==> config.mk <==
export PLATFORM = sky130hd
export DESIGN_NAME = key_filter_multi
export DESIGN_NICKNAME = d
export VERILOG_FILES = /design/src/rtl/key_filter_multi.sv
export SDC_FILE = /design/constraint.sdc
export NUM_CORES = 1
export LEC_CHECK = 0
export CAP_MARGIN = 20
export CORE_ASPECT_RATIO = 2
export CORE_MARGIN = 2
export CORE_UTILIZATION = 35
export CTS_CLUSTER_DIAMETER = 40
export CTS_CLUSTER_SIZE = 25
export DETAILED_ROUTE_END_ITERATION = 6
export DONT_BUFFER_PORTS = 1
export PLACE_DENSITY = 0.49
export RECOVER_POWER = 25
export SLEW_MARGIN = 20
export SYNTH_ARGS = -nofsm -noshare
export SYNTH_HDL_FRONTEND = slang
export SYNTH_SLANG_ARGS = --single-unit
export TNS_END_PERCENT = 10
==> constraint.sdc <==
create_clock -name sys_clk -period 6.3 [get_ports sys_clk]
set_input_delay 0.63 -clock sys_clk [delete_from_list [all_inputs] [get_ports sys_clk]]
set_output_delay 0.63 -clock sys_clk [all_outputs]
set_load 0.03 [all_outputs]
==> src/rtl/key_filter_multi.sv <==
// key_filter_multi: per-channel debouncer for active-low mechanical keys.
// Each channel produces a debounced level plus single-cycle press, release,
// long-press and auto-repeat pulses. Channels share only clock and reset.
module key_filter_multi #(
    parameter int          KEY_NUM   = 4,
    parameter logic [19:0] CNT_MAX   = 20'd999_999,
    parameter logic [24:0] CNT_LONG  = 25'd24_999_999,
    parameter logic [23:0] CNT_REP   = 24'd4_999_999,
    parameter bit          REPEAT_EN = 1'b1
) (
    input  logic               sys_clk,
    input  logic               sys_rst_n,
    input  logic [KEY_NUM-1:0] key_in,
    output logic [KEY_NUM-1:0] key_state,
    output logic [KEY_NUM-1:0] press_flag,
    output logic [KEY_NUM-1:0] release_flag,
    output logic [KEY_NUM-1:0] long_flag,
    output logic [KEY_NUM-1:0] repeat_flag
);

    localparam int DB_W     = $clog2(CNT_MAX);
    localparam int HOLD_TOP = (CNT_LONG > 25'(CNT_REP)) ? int'(CNT_LONG) : int'(CNT_REP);
    localparam int HOLD_W   = $clog2(HOLD_TOP);

    // Terminal counts: an event fires on the edge where the counter sits at N-1.
    localparam logic [DB_W-1:0]   DB_LAST   = DB_W'(CNT_MAX - 20'd1);
    localparam logic [HOLD_W-1:0] LONG_LAST = HOLD_W'(CNT_LONG - 25'd1);
    localparam logic [HOLD_W-1:0] REP_LAST  = HOLD_W'(CNT_REP - 24'd1);

    typedef enum logic [1:0] {
        HOLD_IDLE = 2'd0,
        HOLD_HELD = 2'd1,
        HOLD_LONG = 2'd2
    } hold_state_t;

    for (genvar i = 0; i < KEY_NUM; i++) begin : g_ch
        logic [1:0]        sync_q;
        logic [DB_W-1:0]   db_cnt_q;
        logic              stable_q;
        logic              key_on;
        logic              diff;
        logic              toggle;
        logic              press_evt;
        logic              rel_evt;
        hold_state_t       state_q;
        hold_state_t       state_d;
        logic [HOLD_W-1:0] hold_cnt_q;
        logic [HOLD_W-1:0] hold_cnt_d;
        logic              long_d;
        logic              rep_d;
        logic              press_q;
        logic              rel_q;
        logic              long_q;
        logic              rep_q;

        // Two-flop synchronizer; resets to the released level (pin high).
        always_ff @(posedge sys_clk or negedge sys_rst_n) begin
            if (!sys_rst_n) sync_q <= 2'b11;
            else            sync_q <= {sync_q[0], key_in[i]};
        end

        assign key_on    = ~sync_q[1];
        assign diff      = key_on ^ stable_q;
        assign toggle    = diff && (db_cnt_q == DB_LAST);
        assign press_evt = toggle && !stable_q;
        assign rel_evt   = toggle && stable_q;

        // Debounce: count consecutive disagreeing cycles, flip the level at the terminal count.
        always_ff @(posedge sys_clk or negedge sys_rst_n) begin
            if (!sys_rst_n) begin
                db_cnt_q <= '0;
                stable_q <= 1'b0;
            end else begin
                if (!diff || toggle) db_cnt_q <= '0;
                else                 db_cnt_q <= db_cnt_q + DB_W'(1);
                stable_q <= stable_q ^ toggle;
            end
        end

        // Hold FSM next state: release always wins over a coinciding long/repeat terminal count.
        always_comb begin
            state_d    = state_q;
            hold_cnt_d = hold_cnt_q;
            long_d     = 1'b0;
            rep_d      = 1'b0;
            case (state_q)
                HOLD_IDLE: begin
                    if (press_evt) begin
                        state_d    = HOLD_HELD;
                        hold_cnt_d = '0;
                    end
                end
                HOLD_HELD: begin
                    if (rel_evt) begin
                        state_d    = HOLD_IDLE;
                        hold_cnt_d = '0;
                    end else if (hold_cnt_q == LONG_LAST) begin
                        state_d    = HOLD_LONG;
                        hold_cnt_d = '0;
                        long_d     = 1'b1;
                    end else begin
                        hold_cnt_d = hold_cnt_q + HOLD_W'(1);
                    end
                end
                HOLD_LONG: begin
                    if (rel_evt) begin
                        state_d    = HOLD_IDLE;
                        hold_cnt_d = '0;
                    end else if (REPEAT_EN) begin
                        if (hold_cnt_q == REP_LAST) begin
                            hold_cnt_d = '0;
                            rep_d      = 1'b1;
                        end else begin
                            hold_cnt_d = hold_cnt_q + HOLD_W'(1);
                        end
                    end
                end
                default: begin
                    state_d    = HOLD_IDLE;
                    hold_cnt_d = '0;
                end
            endcase
        end

        // Hold FSM register and registered event pulses, aligned with key_state.
        always_ff @(posedge sys_clk or negedge sys_rst_n) begin
            if (!sys_rst_n) begin
                state_q    <= HOLD_IDLE;
                hold_cnt_q <= '0;
                press_q    <= 1'b0;
                rel_q      <= 1'b0;
                long_q     <= 1'b0;
                rep_q      <= 1'b0;
            end else begin
                state_q    <= state_d;
                hold_cnt_q <= hold_cnt_d;
                press_q    <= press_evt;
                rel_q      <= rel_evt;
                long_q     <= long_d;
                rep_q      <= rep_d;
            end
        end

        assign key_state[i]    = stable_q;
        assign press_flag[i]   = press_q;
        assign release_flag[i] = rel_q;
        assign long_flag[i]    = long_q;
        assign repeat_flag[i]  = rep_q;
    end

endmodule

### After elaboration in Yosys (flattened, before gate mapping)

Cells that the tools add are included.

* $add $sub $neg: 8
* eq/ne operators: 32
* multiplexer cells: 72
* bitwise logic cells: 12
* reductions and logical operators: 32

Operators with widths (count)
* 25-bit two-way mux: 20
* 25-bit case mux with 3 select lines: 4
* 25-bit by 1-bit adder with 25-bit output (second input constant): 4
* 25-bit by 23-bit == test with 1-bit output (second input constant): 4
* 25-bit == test (second input constant): 4
* 20-bit by 1-bit adder with 20-bit output (second input constant): 4
* 20-bit == test (second input constant): 4
* 20-bit two-way mux: 4
* 2-bit two-way mux: 16
* 1-bit two-way mux: 24
* 2-bit case mux with 3 select lines: 4
* 2-bit inequality test (second input constant): 8
* 1-bit logical AND: 12
* 3-bit inequality test (second input constant): 4
* 3-bit AND reduction: 4
* 2-bit by 1-bit == test with 1-bit output (second input constant): 4
* 2-bit == test (second input constant): 4
* 1-bit zero test: 8
* 2-bit zero test: 4
* 1-bit XOR: 8
* 1-bit logical OR: 4
* 1-bit inverter: 4

* bits in registers: 216
* input port bits: 6
* output and inout bits: 20
* logic and storage cells: 192

### Logic depth before layout (Yosys ltp)

Gate-level depths: netlist (run 1).

* word-level depth: 6
* mapped depth: 13

### Worst setup path after synthesis (run 1)

OpenSTA, ideal clock, no wires.

* path type: register -> register
* start point: register g_ch[3].db_cnt_q[7]
* end point: register g_ch[3].hold_cnt_q[24]
* setup time: 121 ps
* arrival: 2792 ps
* path slack: 3386 ps
* cell stages (with the launch flop): 11
* buffers on the path: 1
* clock period less this slack: 2914 ps
* cells stage by stage: dfrtp_1 or4_1 or4_1 nor2_1 ha_1 nand2b_1 clkbuf_1 nand4_1 nor4_1 xnor2_1 nor2_1

RTL lines
* start, declared: RTL line 38 `logic [DB_W-1:0] db_cnt_q;`
* start signal, assigned: RTL line 75 `else db_cnt_q <= db_cnt_q + DB_W'(1);`
* 20-bit == test: RTL line 64 `assign toggle = diff && (db_cnt_q == DB_LAST);`
* 1-bit logical AND: RTL line 64
* 1-bit logical AND: RTL line 65 `assign press_evt = toggle && !stable_q;`
* net g_ch[3].press_evt: RTL line 43 `logic press_evt;`
* 2-bit inequality test (no line)
* end signal, assigned: RTL line 136 `hold_cnt_q <= hold_cnt_d;`
* end, declared: RTL line 47 `logic [HOLD_W-1:0] hold_cnt_q;`

The timed path passes the listed nets, and every way through them passes these cells.
A chain may end at the register's enable or synchronous reset.

==> results of run 1 <==
final cells by class:
cell class / instances / area, um2
clock buffer: 28 / 679
clock inverter: 21 / 234
fill: 3199 / 19500
inverter: 56 / 210
multi-input combinational: 853 / 5360
sequential: 216 / 5420
tap: 427 / 534
timing repair buffer: 8 / 80.1
kinds of logic (layout without fill, tap and decap cells):
family | after synthesis | count (layout) | synth area share
multiplexers | 2 | 2 | 0.00177
AO/OA/AOI/OAI | 76 | 76 | 0.0461
XOR/XNOR | 156 | 156 | 0.121
buffers and inverters | 111 | 113 | 0.0462
AND/OR/NAND/NOR | 583 | 583 | 0.266
flip-flops | 216 | 216 | 0.479
adder cells (fa/ha/maj) | 36 | 36 | 0.0399
repair_timing:
| item | CTS | global route |
|---|---|---|
| buffers inserted | 0 | 0 |
| endpoints found under the hold margin | 213 | 0 |
| hold buffers | 2 | 0 |
cells in the final DEF (no fill, tap or decap), types with 10 or more instances in the layout:
cell       instances
a21oi_1           27
and3_1            24
and4_1            19
clkbuf_16         27
dfrtp_1          208
ha_1              36
inv_1             56
nand2_1           87
nand2b_1          14
nand3_1           65
nand4_1           33
nor2_1           191
nor3_1            45
nor3b_1           10
nor4_1            38
o211ai_1          14
or4_1             10
xnor2_1          111
xor2_1            45
path summary, 6_finish.rpt:
check	startpoint	to	slack, ns
setup / recovery	sys_rst_n	g_ch[3].stable_q	2.69
max in group sys_clk	g_ch[3].db_cnt_q[7]	g_ch[3].hold_cnt_q[24]	3.01
setup reg to reg	g_ch[3].db_cnt_q[7]	g_ch[3].hold_cnt_q[24]	3.01
hold / removal	sys_rst_n	g_ch[0].db_cnt_q[5]	0.01
hold reg to reg	g_ch[3].sync_q[0]	g_ch[3].sync_q[1]	0.35
min in group sys_clk	key_in[1]	g_ch[1].sync_q[0]	0.08
layer usage:
layer | track usage | up-vias | part of all wire
li1 | - | 4012 | -
met5 | 0 | - | 0
met2 | 0.286 | 96 | 0.55
met1 | 0.177 | 3999 | 0.39
met3 | 0.0168 | 37 | 0.026
met4 | 0.0576 | 0 | 0.032
flip-flops by register name (all words and copies together), names as in the netlist:
name	cells
g_ch.stable_q	4
g_ch.sync_q	8
g_ch.long_q	4
g_ch.hold_cnt_q	100
g_ch.rel_q	4
g_ch.state_q	8
g_ch.press_q	4
g_ch.rep_q	4
g_ch.db_cnt_q	80
through the flow:
step                instance area [um2]  power [mW]  hold slack, ns
floorplan                         11300        1.45           0.334
global route                      12500        3.14          0.0237
detailed placement                11600        1.46           0.349
CTS                               12500        3.08          0.0458
finish                            12500        3.02          0.0116
global placement                  11600        1.46           0.346
cells in the mapped netlist, types with 3 or more instances:
library cell    n
dfrtp_1       208
o31ai_1         4
inv_1          56
o211ai_1       14
or4_1          10
xnor2_1       111
and4_1         19
buf_2           5
nor4_1         38
nand4b_1        4
nor3b_1        10
buf_4          22
nand2b_1       14
a21oi_1        27
nor3_1         45
nor2_1        191
ha_1           36
nand3_1        65
or4bb_1         3
nand3b_1        3
and3_1         24
and2_1          7
a31oi_1         3
nor2b_1         9
o32a_1          3
nand4bb_1       4
nor4b_1         4
clkbuf_1       23
xor2_1         45
nand2_1        87
o21ai_0         5
o221ai_1        3
dfstp_2         8
nand4_1        33
power by group:
group	internal [mW]	total [mW]	switching (mW)
registers	1.40	1.41	0.00892
clock network	0.840	1.56	0.718
logic	0.0104	0.0538	0.0434
==> flow_summary_export.csv, run 1 <==
group,metric,value,unit
run_status,status,"finished with violations",
run_status,violations,"capacitance limit, slew limit",
floorplan,ios,26,
floorplan,core_area,0.0320,mm2
critical_path,worst_path_largest_cell_delay,2.36,ns
timing,maxSlewViolCount,135,
placed_design,dp_cells,1557,
synthesis,netlist_top_cells_area,"dfrtp_1 46%, xnor2_1 8.6%, nor2_1 6.3%, ha_1 4.0%, xor2_1 3.5%",
final_layout,synthToLayoutAreaGrowth,10.8,%
timing,hold_violations,0,
floorplan,initial_core_util,0.353,
drt,drt-total-wl,24700,um
global_routing,grt_max_degree,214,
clock_tree,clkLatencyLatePin,0.54,ns
clock_tree,clock-root-buffer,"clkbuf_16",
critical_path,start_kind,"input port",
critical_path,cp_num_buf_inv,2,
drt,vias_per_cell,5.06,
synthesis,synth_area_per_cell,9.57,um2
synthesis,syn_area,0.0113,mm2
final_layout,layout.nets,1204,
critical_path,crit_slowest_cell,"clkbuf_2",
timing,finalSetupTns,0,ns
final_layout,utilization,0.391,
clock_tree,cts_tree,"done",
timing,period_share,0.573,
synthesis,yosysTopAreaCellShare,0.461,
critical_path,cp-end-kind,"async pin",
critical_path,crit_required,6.19,ns
global_routing,grt_pass1_vias,8644,
final_layout,layout-drive-gt1-share,0.0651,
placed_design,globalplace.congestion,0.790,
final_layout,diodes,0,
critical_path,reg2reg_depth,9,
global_routing,grtUsageTotal,0.154,
final_layout,final_cells,1609,
timing,skew,0.0201,ns
job,cap_violations,1,
drt,first_pass_iters,5,
floorplan,chipWidth,131,um
synthesis,synth_ff_type,"dfrtp_1",
critical_path,crit_arrival,3.50,ns
synthesis,synth_warnings,0,
clock_tree,clkTransAtPathRegs,0.07,ns
floorplan,fp-row-count,93,
clock_tree,cts_sinks,216,
drt,via_count,8144,
power_and_ir_drop,leakagePower,5.12,nW
clock_tree,ctsResizeCount,0,
timing,grt_setup_unrepaired,"no",
timing,setup_slack,2.69,ns
global_routing,grt_pass1_wl,42800,um
placed_design,port_buffers,0,
placed_design,dp_slack,3.03,ns
timing,relSlewSlack,-1.25,
timing,setup_viol,0,
synthesis,synth_edf_count,0,
placed_design,hpwl,16400,um
critical_path,path_max_fanout,134,
synthesis,async_reset_ff_frac,1.00,
power_and_ir_drop,power.density_cell_area,241,mW/mm2
clock_tree,cts_buffers,27,
floorplan,die-height,258,um
critical_path,worstSetupPathDepth,2,
global_routing,grt_remaining_overflow,0,
critical_path,path_class,"in2async",
synthesis,synth_cells,1180,
synthesis,synth_nets,1222,
clock_tree,clockBufferDepth,3,
power_and_ir_drop,ir_drop,0.220,mV
critical_path,path_delay_family,"buffers and inverters",
synthesis,synth_top_area_cell,"dfrtp_1",
floorplan,dieArea,0.0338,mm2
timing,worstMarginPinSlew,3.37,ns
synthesis,ys_seq_area_frac,0.479,
global_routing,antenna_found_initial,0,
timing,fmax,0.277,GHz
synthesis,synthDistinctLibCells,57,
timing,fin_crit,3.61,ns
drt,first_iter_violations,472,
synthesis,ys_ff_latch,216,
clock_tree,htreeDepth,1,
drt,wire_per_inst,15.3,um
worst_hold_path,hold_class,"in2async",
critical_path,worstPathCellList,"buf_16 > clkbuf_2",
drt,drtAntennaViolNets,0,
drt,drcViolationCount,0,
Power figures use the tool's default switching activity.
==> run 2, diff against run 1 <==
PLACE_DENSITY = 0.51   (was 0.49)
clock period = 3.05 ns   (was 6.3 ns; I/O delays follow)
==> flow_summary_export.csv, run 2 (synthesis results as in run 1) <==
group,metric,value,unit
drt,drcViolationCount,0,
clock_tree,cts_sinks,216,
global_routing,grt_remaining_overflow,0,
run_status,violations,"hold timing",
critical_path,cp-end-kind,"flip-flop",
clock_tree,clockBufferDepth,3,
final_layout,reg_top3,"g_ch.hold_cnt_q x100, g_ch.db_cnt_q x80",
drt,drtAntennaViolNets,0,
power_and_ir_drop,leakagePower,5.22,nW
final_layout,final_common_cell,"dfrtp_1",
timing,worstMarginPinSlew,0.863,ns
critical_path,r2r_end,"g_ch[3].hold_cnt_q[20]",
critical_path,path_max_fanout,6,
final_layout,synthToLayoutAreaGrowth,12.9,%
critical_path,crit_slowest_cell,"or4_1",
critical_path,r2r-start,"g_ch[3].db_cnt_q[8]",
placed_design,globalplace.congestion,0.761,
placed_design,port_buffers,0,
drt,via_count,8164,
clock_tree,clkLatencyLatePin,0.55,ns
timing,relSlewSlack,0.420,
clock_tree,htreeDepth,1,
critical_path,crit_required,3.48,ns
timing,period_share,0.946,
drt,vias_per_cell,5.02,
critical_path,path_class,"reg2reg",
final_layout,layout-drive-gt1-share,0.0859,
final_layout,final_cells,1626,
floorplan,core_area,0.0320,mm2
floorplan,ios,26,
power_and_ir_drop,power.density_cell_area,504,mW/mm2
final_layout,fillCellCount,3115,
clock_tree,clock-root-buffer,"clkbuf_16",
power_and_ir_drop,ir_drop,0.378,mV
global_routing,grt_use_met2,0.289,
floorplan,dieArea,0.0338,mm2
critical_path,crit_start,"g_ch[3].db_cnt_q[8]",
placed_design,dp_slack,0.0615,ns
global_routing,grt_max_degree,217,
clock_tree,cts_hold_buf,4,
worst_hold_path,hold_class,"in2async",
final_layout,layout.nets,1221,
global_routing,antenna_found_initial,0,
timing,setup_viol,0,
timing,skew,0.0161,ns
timing,whs,-0.528,ns
critical_path,crit_arrival,3.31,ns
global_routing,top_usage_layer,"met2",
final_layout,diodes,0,
floorplan,fp-row-count,93,
final_layout,largest_reg_flops,100,
global_routing,grt_pass1_vias,8491,
critical_path,cp_common_cell,"or4_1",
timing,maxSlewViolCount,0,
floorplan,initial_core_util,0.353,
timing,fin_crit,2.88,ns
job,cap_violations,0,
timing,fmax,0.347,GHz
floorplan,die-height,258,um
clock_tree,clkTransAtPathRegs,0.07,ns
drt,first_pass_iters,4,
clock_tree,cts_tree,"done",
critical_path,worstPathCellList,"or4_1 > or4_1 > nor2_2 > ha_2 > nand2b_1 > nand4_1 > buf_4 > nor3_1 > xnor2_1 > nor2_1",
placed_design,hpwl,16800,um
critical_path,start_kind,"flip-flop",
final_layout,layout_common_cells,"208 x dfrtp_1, 190 x nor2_1, 111 x xnor2_1, 87 x nand2_1, 64 x nand3_1",
critical_path,cp-endpoint,"g_ch[3].hold_cnt_q[20]",
global_routing,grtUsageTotal,0.153,
clock_tree,cts_buffers,26,
timing,setup_slack,0.166,ns
drt,drt-total-wl,24700,um
critical_path,worst_path_largest_cell_delay,0.46,ns
clock_tree,postCtsSetupBuffers,0,
critical_path,r2r_setup_slack,0.17,ns
global_routing,gr-usage-met3,0.0180,
timing,finalSetupTns,0,ns
run_status,status,"finished with violations",
global_routing,grt_pass1_wl,42500,um
final_layout,top_register,"g_ch.hold_cnt_q",
drt,wire_per_inst,15.2,um
timing,hold_violations,216,
global_routing,gr-usage-met1,0.174,
placed_design,dp_cells,1574,
timing,grt_setup_unrepaired,"no",
drt,first_iter_violations,405,
critical_path,reg2reg_depth,10,
floorplan,chipWidth,131,um
==> run 2: cell count changes in the layout (fill, tap and decap cells not counted), moves of 5 or more <==
cell / change
buf_4: +17
inv_8: -7
bufinv_16: +6
clkinv_2: +6
clkinv_8: -5
inv_6: -5
nor4_1: -5
nor4_2: +5
==> run 2: area by class of cell <==
| class | instances | area (um2) | area share |
|---|---|---|---|
| Sequential cell | 216 | 5420 | 0.425 |
| Tap cell | 427 | 534 | 0.0419 |
| Clock buffer | 31 | 711 | 0.0558 |
| Multi-Input combinational cell | 853 | 5430 | 0.426 |
| Inverter | 56 | 210 | 0.0165 |
| Timing Repair Buffer | 26 | 205 | 0.0161 |
| Clock inverter | 17 | 245 | 0.0192 |
==> run 2: repair_timing <==
item / 4_1_cts / 5_1_grt
resized for setup: 0 / 13
hold endpoints to repair: 220 / 216
endpoints found under the setup margin: 0 / 28
==> run 2: stage by stage <==
step,utilization,power [mW],area [um2]
CTS,0.396,6.52,12700
finish,0.398,6.42,12700
global placement,0.365,3.01,11700
global route,0.398,6.64,12700
detailed placement,0.365,3.01,11700
floorplan,-,3.00,11300
==> run 2: routing by layer <==
metal | up-vias | wire length, um
met5 | - | 0
met4 | 0 | 635
met3 | 36 | 622
met2 | 80 | 13800
met1 | 4028 | 9660
li1 | 4020 | -
==> run 2: how the worst min path moves through the flow <==
stage              start                    end  slack (ns)  depth (start not counted)
3_3_place_gp   sys_rst_n  g_ch[0].hold_cnt_q[8]        0.03                          0
5_1_grt        sys_rst_n    g_ch[0].db_cnt_q[6]       -0.55                          0
4_1_cts        sys_rst_n          g_ch[0].rel_q       -0.56                          0
6_report       sys_rst_n          g_ch[0].rel_q       -0.53                          0
3_5_place_dp   sys_rst_n  g_ch[0].hold_cnt_q[9]        0.03                          0
2_1_floorplan  sys_rst_n    g_ch[0].db_cnt_q[0]       0.009                          0
==> run 2: power breakdown <==
part           leakage (nW)  switching, mW  total (mW)  internal, mW
Combinational          1.77         0.0365      0.0595        0.0230
Sequential             2.98         0.0167        2.91          2.89
Clock                 0.462           1.29        3.45          2.17
Total                  5.22           1.34        6.42          5.08
==> run 2: worst max-delay path, delay by kind of cell (launching register included) <==
| family | cells | cell delay (ns) |
|---|---|---|
| xor gates and xnor gates | 1 | 0.15 |
| adders and majority gates | 1 | 0.21 |
| buffers and inverters | 1 | 0.26 |
| DFF | 1 | 0.42 |
| and+or+nand+nor | 7 | 1.73 |
==> run 3, diff against run 2 <==
CORE_MARGIN = default   (was 2)
==> flow_summary_export.csv, run 3 (synthesis results as in run 1) <==
group,metric,value,unit
timing,grt_setup_unrepaired,"no",
clock_tree,clkLatencyLatePin,0.54,ns
drt,via_count,8147,
global_routing,gr-usage-met1,0.173,
timing,skew,0.0106,ns
clock_tree,cts_sinks,216,
timing,fmax,0.351,GHz
timing,maxSlewViolCount,0,
clock_tree,cts_buffers,28,
power_and_ir_drop,ir_drop,0.439,mV
drt,vias_per_cell,5.01,
timing,fin_crit,2.85,ns
power_and_ir_drop,power.density_cell_area,500,mW/mm2
critical_path,crit_required,3.48,ns
global_routing,grt_pass1_wl,42400,um
critical_path,path_class,"reg2reg",
floorplan,die-height,256,um
run_status,violations,"hold timing",
floorplan,core_area,0.0317,mm2
worst_hold_path,hold_class,"in2async",
final_layout,final_common_cell,"dfrtp_1",
final_layout,diodes,0,
timing,setup_viol,0,
timing,hold_violations,216,
placed_design,port_buffers,0,
drt,drtAntennaViolNets,0,
critical_path,start_kind,"flip-flop",
timing,finalSetupTns,0,ns
final_layout,synthToLayoutAreaGrowth,13.3,%
critical_path,crit_arrival,3.27,ns
timing,period_share,0.933,
critical_path,path_max_fanout,9,
floorplan,fp-row-count,92,
global_routing,gr-usage-met3,0.0192,
placed_design,globalplace.congestion,0.773,
drt,drcViolationCount,0,
final_layout,top_register,"g_ch.hold_cnt_q",
global_routing,grt_pass1_vias,8534,
drt,wire_per_inst,15.2,um
clock_tree,clockBufferDepth,3,
drt,first_iter_violations,357,
final_layout,largest_reg_flops,100,
final_layout,utilization,0.404,
final_layout,fillCellCount,3145,
global_routing,grtUsageTotal,0.157,
run_status,status,"finished with violations",
job,cap_violations,0,
global_routing,top_usage_layer,"met2",
clock_tree,cts_tree,"done",
global_routing,antenna_found_initial,0,
floorplan,initial_core_util,0.357,
global_routing,grt_remaining_overflow,0,
global_routing,grt_use_met2,0.301,
clock_tree,clock-root-buffer,"clkbuf_16",
floorplan,chipWidth,129,um
floorplan,dieArea,0.0330,mm2
final_layout,layout-drive-gt1-share,0.0889,
placed_design,hpwl,16700,um
drt,first_pass_iters,4,
clock_tree,clkTransAtPathRegs,0.06,ns
global_routing,grt_max_degree,217,
critical_path,cp-end-kind,"flip-flop",
drt,drt-total-wl,24700,um
timing,worstMarginPinSlew,0.791,ns
clock_tree,cts_hold_buf,4,
timing,relSlewSlack,0.468,
final_layout,layout.nets,1224,
floorplan,ios,26,
final_layout,layout_common_cells,"208 x dfrtp_1, 191 x nor2_1, 111 x xnor2_1, 87 x nand2_1, 64 x nand3_1",
final_layout,reg_top3,"g_ch.hold_cnt_q x100, g_ch.db_cnt_q x80",
power_and_ir_drop,leakagePower,5.25,nW
clock_tree,htreeDepth,1,
timing,whs,-0.531,ns
-- run 3: cell count changes in the layout (fill, tap and decap cells not counted), sizes merged --
cell      change
buf           +1
bufinv        -3
clkbuf        +5
clkinvlp      -2
inv           +4
-- run 3: stage by stage --
stage	instances	worst slack, ns	total power [mW]	hold WS, ns	cell area [um2]
after floorplan	1180	0.136	3.00	0.00941	11300
after global placement	1571	0.119	3.01	0.0237	11700
after detailed placement	1571	0.0400	3.01	0.0229	11700
after CTS	1627	0.0434	6.52	-0.569	12700
after global routing	1627	0.0313	6.63	-0.563	12800
final	1627	0.204	6.39	-0.531	12800
-- run 3: report_power, final --
part,internal [mW],total (mW),switching (mW),leakage (nW)
Clock,2.09,3.43,1.34,0.476
Combinational,0.0211,0.0549,0.0338,1.79
Sequential,2.89,2.91,0.0176,2.98
-- run 3: cell type report --
class / instances / area (um2) / area share
Clock buffer: 36 / 782 / 0.0611
Tap cell: 423 / 529 / 0.0414
Clock inverter: 16 / 195 / 0.0153
Multi-Input combinational cell: 853 / 5450 / 0.426
Inverter: 56 / 210 / 0.0164
Sequential cell: 216 / 5420 / 0.423
Timing Repair Buffer: 27 / 213 / 0.0166
-- run 3: what timing repair did --
| item | CTS | global route |
|---|---|---|
| setup buffers | 0 | 0 |
| resized for setup | 0 | 15 |
| setup endpoints to repair | 0 | 15 |
| hold endpoints to repair | 220 | 216 |
-- run 3: worst paths after layout --
check                                     from  depth (start not counted)  slack, ns                      to
hold reg to reg              g_ch[3].sync_q[0]                          0       0.36       g_ch[3].sync_q[1]
setup / recovery           g_ch[3].db_cnt_q[8]                         10       0.20  g_ch[3].hold_cnt_q[24]
max in group asynchronous            sys_rst_n                          0       3.12       g_ch[1].sync_q[1]
setup reg to reg           g_ch[3].db_cnt_q[8]                         10       0.20  g_ch[3].hold_cnt_q[24]
min in group sys_clk                 key_in[0]                          1       0.30       g_ch[0].sync_q[0]
hold / removal                       sys_rst_n                          0      -0.53  g_ch[0].hold_cnt_q[21]
-- run 3: worst max-delay path: stages (launching register included) --
cell      delay [ns]
dfrtp_1         0.43
or4_1           0.46
or4_1           0.43
nor2_1          0.18
ha_1            0.18
nand2b_1        0.20
nand4_1         0.12
buf_4           0.19
nor4_1          0.33
xnor2_1         0.16
nor2_1          0.05
-- run 3: per-layer routing --
layer / routed length (um) / vias up
li1: - / 4026
met1: 9810 / 4014
met2: 13700 / 73
met3: 611 / 34
met4: 567 / 0
met5: 0 / -
